File: config.mk
export PLATFORM = sky130hd
export DESIGN_NAME = data_check
export DESIGN_NICKNAME = d
export VERILOG_FILES = /design/src/rtl/ssd_frame_pkg.sv /design/src/rtl/sat_counter.sv /design/src/rtl/data_check.sv
export SDC_FILE = /design/constraint.sdc
export NUM_CORES = 1
export LEC_CHECK = 0
export ABC_CLOCK_PERIOD_IN_PS = 4100
export CORE_MARGIN = 5
export CORE_UTILIZATION = 38
export DETAILED_ROUTE_END_ITERATION = 12
export PLACE_DENSITY = 0.61
export SLEW_MARGIN = 0
export SYNTH_ARGS = -nofsm -noshare
export SYNTH_HDL_FRONTEND = slang
export SYNTH_SLANG_ARGS = --single-unit
File: constraint.sdc
create_clock -name clk -period 4.1 [get_ports clk]
set_input_delay 0.82 -clock clk [delete_from_list [all_inputs] [get_ports clk]]
set_output_delay 0.82 -clock clk [all_outputs]
set_load 0.01 [all_outputs]
File: src/rtl/ssd_frame_pkg.sv
// Shared constants and types for the SSD test-pattern frame format.
// The pattern source and the receive-side checker both import this package.
// Frame layout: 4-byte sync word (MSB byte first), 4-byte big-endian frame
// counter, then a payload whose byte at index i is i[7:0].
package ssd_frame_pkg;

  localparam int          FRAME_LEN_DEF = 1024;
  localparam logic [31:0] SYNC_WORD_DEF = 32'h1ACFFC1D;
  localparam int          HDR_LEN       = 8;

  typedef enum logic [1:0] {HUNT, SYNC, HEADER, PAYLOAD} state_e;

  // Byte i of the sync word in transmit order (i = 0 is the MSB byte).
  function automatic logic [7:0] sync_byte(input logic [31:0] w, input logic [1:0] i);
    logic [7:0] r;
    case (i)
      2'd0:    r = w[31:24];
      2'd1:    r = w[23:16];
      2'd2:    r = w[15:8];
      default: r = w[7:0];
    endcase
    return r;
  endfunction

endpackage

File: src/rtl/sat_counter.sv
// Saturating up-counter used for the frame checker statistics.
// Ports:
//   clk   in   clock
//   nRST  in   synchronous active-low reset (clears to 0)
//   inc   in   count enable, one increment per cycle
//   q     out  count value, sticks at all-ones
module sat_counter #(
  parameter int WIDTH = 16
) (
  input  logic             clk,
  input  logic             nRST,
  input  logic             inc,
  output logic [WIDTH-1:0] q
);

  logic [WIDTH-1:0] cnt_q;

  always_ff @(posedge clk) begin
    if (!nRST)                   cnt_q <= '0;
    else if (inc && cnt_q != '1) cnt_q <= cnt_q + 1'b1;
  end

  assign q = cnt_q;

endmodule

File: src/rtl/data_check.sv
// Receive-side frame checker. Drains the pattern FIFO continuously, hunts for
// the sync word, locks to FRAME_LEN-byte frames, checks the frame counter for
// continuity and the payload against its index pattern, and keeps saturating
// statistics.
// Ports:
//   clk, nRST        clock, synchronous active-low reset
//   fifo_rdempty     FIFO empty flag
//   fifo_q           FIFO read data, valid the cycle after fifo_rdreq
//   fifo_rdreq       read request (= !fifo_rdempty)
//   locked           frame alignment held
//   frame_done       one-cycle pulse at the end of each locked frame
//   frame_good_cnt   clean frames (no sequence or payload error)
//   seq_err_cnt      frame-counter discontinuities
//   byte_err_cnt     mismatched payload bytes
//   sync_loss_cnt    losses of lock
//   last_frame_num   most recently received frame counter
module data_check
  import ssd_frame_pkg::*;
#(
  parameter int          FRAME_LEN = FRAME_LEN_DEF,
  parameter logic [31:0] SYNC_WORD = SYNC_WORD_DEF
) (
  input  logic        clk,
  input  logic        nRST,
  input  logic        fifo_rdempty,
  input  logic [7:0]  fifo_q,
  output logic        fifo_rdreq,
  output logic        locked,
  output logic        frame_done,
  output logic [31:0] frame_good_cnt,
  output logic [15:0] seq_err_cnt,
  output logic [15:0] byte_err_cnt,
  output logic [15:0] sync_loss_cnt,
  output logic [31:0] last_frame_num
);

  localparam int             IW       = $clog2(FRAME_LEN);
  localparam logic [IW-1:0]  IDX_LAST = IW'(FRAME_LEN - 1);
  localparam logic [IW-1:0]  IDX_HLST = IW'(HDR_LEN - 1);
  localparam logic [IW-1:0]  IDX_CNT0 = IW'(4);

  state_e        state_q, state_d;
  logic [IW-1:0] idx_q, idx_d;
  logic          vld_q;
  logic [23:0]   hist_q;
  logic [23:0]   cnt_q;      // first three counter bytes while in HEADER
  logic          first_q;
  logic          frame_bad_q;
  logic          locked_q;
  logic          done_q;
  logic [31:0]   last_q;

  logic [7:0]    b;
  logic [31:0]   rx;
  logic          sync_hit, sync_miss;
  logic          acquire, hdr_end, seq_err, byte_err, frame_end, good_inc, sync_loss;

  assign fifo_rdreq = !fifo_rdempty;
  assign b          = fifo_q;
  assign rx         = {cnt_q, b};
  assign sync_hit   = ({hist_q, b} == SYNC_WORD);
  assign sync_miss  = (b != sync_byte(SYNC_WORD, idx_q[1:0]));

  // State register
  always_ff @(posedge clk) begin
    if (!nRST) begin
      state_q <= HUNT;
      idx_q   <= '0;
    end else begin
      state_q <= state_d;
      idx_q   <= idx_d;
    end
  end

  // Next state; idx wraps from FRAME_LEN-1 to 0 by overflow (power of two).
  always_comb begin
    state_d = state_q;
    idx_d   = idx_q;
    if (vld_q) begin
      case (state_q)
        HUNT: begin
          if (sync_hit) begin
            state_d = HEADER;
            idx_d   = IDX_CNT0;
          end
        end
        HEADER: begin
          idx_d = idx_q + 1'b1;
          if (idx_q == IDX_HLST) state_d = PAYLOAD;
        end
        PAYLOAD: begin
          idx_d = idx_q + 1'b1;
          if (idx_q == IDX_LAST) state_d = SYNC;
        end
        SYNC: begin
          if (sync_miss) begin
            state_d = HUNT;
            idx_d   = '0;
          end else begin
            idx_d = idx_q + 1'b1;
            if (idx_q[1:0] == 2'd3) state_d = HEADER;
          end
        end
        default: ;
      endcase
    end
  end

  // Per-byte events that drive the datapath and statistics.
  always_comb begin
    acquire   = vld_q && (state_q == HUNT) && sync_hit;
    hdr_end   = vld_q && (state_q == HEADER) && (idx_q == IDX_HLST);
    seq_err   = hdr_end && !first_q && (rx != 32'(last_q + 32'd1));
    byte_err  = vld_q && (state_q == PAYLOAD) && (b != 8'(idx_q));
    frame_end = vld_q && (state_q == PAYLOAD) && (idx_q == IDX_LAST);
    // byte_err is folded in so an error on the final byte still spoils the frame
    good_inc  = frame_end && !frame_bad_q && !byte_err;
    sync_loss = vld_q && (state_q == SYNC) && sync_miss;
  end

  always_ff @(posedge clk) begin
    if (!nRST) begin
      vld_q       <= 1'b0;
      hist_q      <= '0;
      cnt_q       <= '0;
      first_q     <= 1'b0;
      frame_bad_q <= 1'b0;
      locked_q    <= 1'b0;
      done_q      <= 1'b0;
      last_q      <= '0;
    end else begin
      vld_q  <= fifo_rdreq;
      done_q <= frame_end;
      if (vld_q) hist_q <= {hist_q[15:0], b};
      if (vld_q && state_q == HEADER) cnt_q <= {cnt_q[15:0], b};
      if (acquire) begin
        locked_q <= 1'b1;
        first_q  <= 1'b1;
      end
      if (sync_loss) locked_q <= 1'b0;
      if (hdr_end) begin
        last_q  <= rx;
        first_q <= 1'b0;
      end
      if (frame_end || sync_loss || acquire) frame_bad_q <= 1'b0;
      else if (seq_err || byte_err)          frame_bad_q <= 1'b1;
    end
  end

  sat_counter #(.WIDTH(32)) u_good (.clk(clk), .nRST(nRST), .inc(good_inc),  .q(frame_good_cnt));
  sat_counter #(.WIDTH(16)) u_seq  (.clk(clk), .nRST(nRST), .inc(seq_err),   .q(seq_err_cnt));
  sat_counter #(.WIDTH(16)) u_byte (.clk(clk), .nRST(nRST), .inc(byte_err),  .q(byte_err_cnt));
  sat_counter #(.WIDTH(16)) u_loss (.clk(clk), .nRST(nRST), .inc(sync_loss), .q(sync_loss_cnt));

  assign locked         = locked_q;
  assign frame_done     = done_q;
  assign last_frame_num = last_q;

endmodule

==> results of run 1 <==
[kinds of logic after synthesis]
family | Yosys count | synth area share, %
and+or+nand+nor | 536 | 30.4
DFF | 177 | 39.7
AOI/OAI and AO/OA | 150 | 10.1
xor gates and xnor gates | 103 | 10.1
buffers and inverters | 78 | 3.86
muxes | 38 | 4.31
adders and majority gates | 11 | 1.54
[routing by layer]
layer | vias to the layer above | wire length, um | global-route usage [%]
met1 | 3680 | 11100 | 24.4
met2 | 194 | 10600 | 27.7
met3 | 18 | 1220 | 4.04
met4 | 0 | 204 | 4.23
li1 | 3968 | - | -
met5 | - | 0 | 0
[where the power goes]
part | internal, mW | switching, mW | leakage (nW)
clock network | 0.908 | 0.730 | 0.279
logic | 0.0350 | 0.0616 | 2.06
registers | 1.72 | 0.00525 | 1.43
total | 2.67 | 0.797 | 3.77
[how the worst max path moves through the flow]
stage	start	end	slack (ns)
after floorplan	fifo_q[5]	idx_q[6]$_SDFFE_PN0P_	1.17
after global placement	fifo_q[4]	idx_q[6]$_SDFFE_PN0P_	0.19
after detailed placement	fifo_q[4]	idx_q[4]$_SDFFE_PN0P_	0.13
after CTS	fifo_q[4]	idx_q[4]$_SDFFE_PN0P_	0.56
after global routing	fifo_q[4]	idx_q[6]$_SDFFE_PN0P_	0.39
final	fifo_q[4]	idx_q[4]$_SDFFE_PN0P_	0.53
[layout make-up]
type                       count  area (sq um)
fill                        2274         12300
multi-input combinational    838          5030
sequential                   177          3540
inverter                      16          62.6
clock inverter                13           150
tap                          319           399
timing repair buffer         142          1390
clock buffer                  18           429
[worst max-delay path, cell delays in order]
cell             delay (ns)
clkdlybuf4s50_1        0.68
nor4b_1                0.39
nand4_1                0.16
or4_1                  0.59
and2_1                 0.29
inv_1                  0.14
o21ai_1                0.19
or3b_2                 0.51
a21oi_1                0.15
[sequential cells by signal, summed over array words and instances, names as in the netlist]
signal	cells
last_frame_num	32
u_good.q	32
cnt_q	24
hist_q	24
u_byte.q	16
u_loss.q	16
u_seq.q	16
idx_q	10
state_q	2
first_q	1
frame_bad_q	1
frame_done	1
locked	1
vld_q	1
[through the flow]
step / total power, mW / utilization (%)
floorplan: 1.83 / -
global placement: 1.87 / 44.8
detailed placement: 1.87 / 44.8
CTS: 3.50 / 47.3
global route: 3.59 / 47.3
finish: 3.46 / 47.3
[cell usage in the layout, fill, tap and decap left out, types with 11 or more instances in the layout]
master / count
nand4_1: 26
nand2_1: 176
xnor2_1: 52
dfxtp_1: 177
xor2_1: 51
ha_1: 11
buf_4: 16
and4_1: 12
and2_1: 24
nor2_1: 107
o21ai_0: 24
a21oi_1: 82
nand2b_1: 13
inv_1: 15
clkbuf_16: 17
and3_1: 19
mux2i_1: 35
clkdlybuf4s50_1: 125
nand3_1: 58
or3_1: 11
nor3_1: 20
==> impl_metrics.tcl, run 1 <==
set metrics [dict create \
    rsz0062_at_grt "false" \
    htreeDepth 4 \
    std_cell_rows 56 \
    cts_setup_buffers 0 \
    fin_tns_setup_ns 0 \
    reg2reg_to "u_seq.q[4]$_SDFFE_PN0P_" \
    cts.clk_slew.worst_paths_ns 0.06 \
    worstReg2RegStart "last_frame_num[2]$_SDFFE_PN0P_" \
    cp_max_fo 11 \
    synth_edf_count 0 \
    layout-drive-gt1-share_pct 6.23 \
    ys_seq_area_share_pct 39.7 \
    whs_ns 0.479 \
    initial_core_util_pct 38.3 \
    place_hpwl_mm 15.9 \
    dieArea_sq_um 26600 \
    cts.repair.resized 0 \
    cts_buffers 17 \
    postPlaceCellArea_sq_um 10400 \
    avgRoutedWirePerCell_um 15.2 \
    setup_viol_count_final 0 \
    place.port_buffers 125 \
    clk_latency_ns 0.43 \
    fin_crit_ns 3.57 \
    first_pass_iters 5 \
    ios 126 \
    antenna_found_initial 0 \
    worst_slack_ns 0.531 \
    remaining_drc_errors 0 \
    grt_max_degree 140 \
    gp_congestion 0.831 \
    grt-ovfl-total 0 \
    postSynthAreaPerCell_sq_um 8.16 \
    cts_tree "built" \
    cts_hold_buf 0 \
    reg2reg_depth 10 \
    die_w_um 163 \
    viasPerCell 5.16 \
    clock_path_buffers 2 \
    fin_nets 1214 \
    fmax_mhz 280 \
    ys_types 69 \
    path_class "primary input to flop" \
    netlist_area_sq_um 8920 \
    synth_ff_type "dfxtp_1" \
    clock-root-buffer "clkbuf_16" \
    outcome "finished, final reports clean" \
    die_h_um 163 \
    yosysMostFrequentCell "dfxtp_1" \
    final_cell_area_sq_um 11000 \
    power.density_nw_per_um2 315 \
    synth_nets 1115 \
    synthTopCellsByCount "dfxtp_1 (177), nand2_1 (176), nor2_1 (108)" \
    antenna_cells 0 \
    whs_path_depth 2 \
    worstPathArrival_ns 3.91 \
    core_area_sq_um 23300 \
    yosys-top-cells-area "dfxtp_1 (40%), nand2_1 (7.4%), xnor2_1 (5.1%), xor2_1 (5.0%), a21oi_1 (4.6%)" \
    drt-total-wl_mm 23.1 \
    leakagePower_nw 3.77 \
    vias 7860 \
    finalNonFillerCells 1523 \
    max-slew-margin-rel_pct 34.7 \
    hold_class "flop to flop" \
    hp-start "cnt_q[23]$_SDFFE_PN0P_" \
    tightest_slew_ns 0.979 \
    ir_worst_vdd_uv 220 \
    worstSetupStartpointType "primary input" \
    synth_top_cell_area_share_pct 39.7 \
    rrSetupSlack_ns 0.88 \
    finClkSkew_ns 0.0199 \
    clkSinkCount 177 \
    dp_worst_setup_slack_ns 0.128 \
    endpoint_kind "flop" \
    yosys_warnings 0 \
    drtIter0Drc 444 \
    area_delta_synth_final_pct 23.4 \
    finalCritPeriodShare_pct 87.0 \
    required_ns 4.44 \
    grt_use_total_pct 17.5 \
    synth_top_area_cell "dfxtp_1" \
    holdPathEnd "last_frame_num[31]$_SDFFE_PN0P_" \
    ant_nets 0 \
    grt_pass1_wl_mm 38.7 \
    cap_violations 0 \
    grt_pass1_vias 7553 \
    hold_viol 0 \
    final_max_slew_viol_count 0 \
    synth-async-reset-ratio_pct 0 \
    dp.cells 1492 \
    synth_cells 1093 \
    ys_ff_latch 177 \
]
Power figures use the tool's default switching activity.
==> run 2, diff against run 1 <==
--- a/config.mk
+++ b/config.mk
@@ -9,7 +9,9 @@
 export CORE_MARGIN = 5
 export CORE_UTILIZATION = 38
 export DETAILED_ROUTE_END_ITERATION = 12
+export HOLD_SLACK_MARGIN = 0.02
 export PLACE_DENSITY = 0.61
+export SKIP_LAST_GASP = 1
 export SLEW_MARGIN = 0
 export SYNTH_ARGS = -nofsm -noshare
 export SYNTH_HDL_FRONTEND = slang
==> results of run 2 <==
Same layout as run 1: the final DEF is identical, and so are final timing and power.
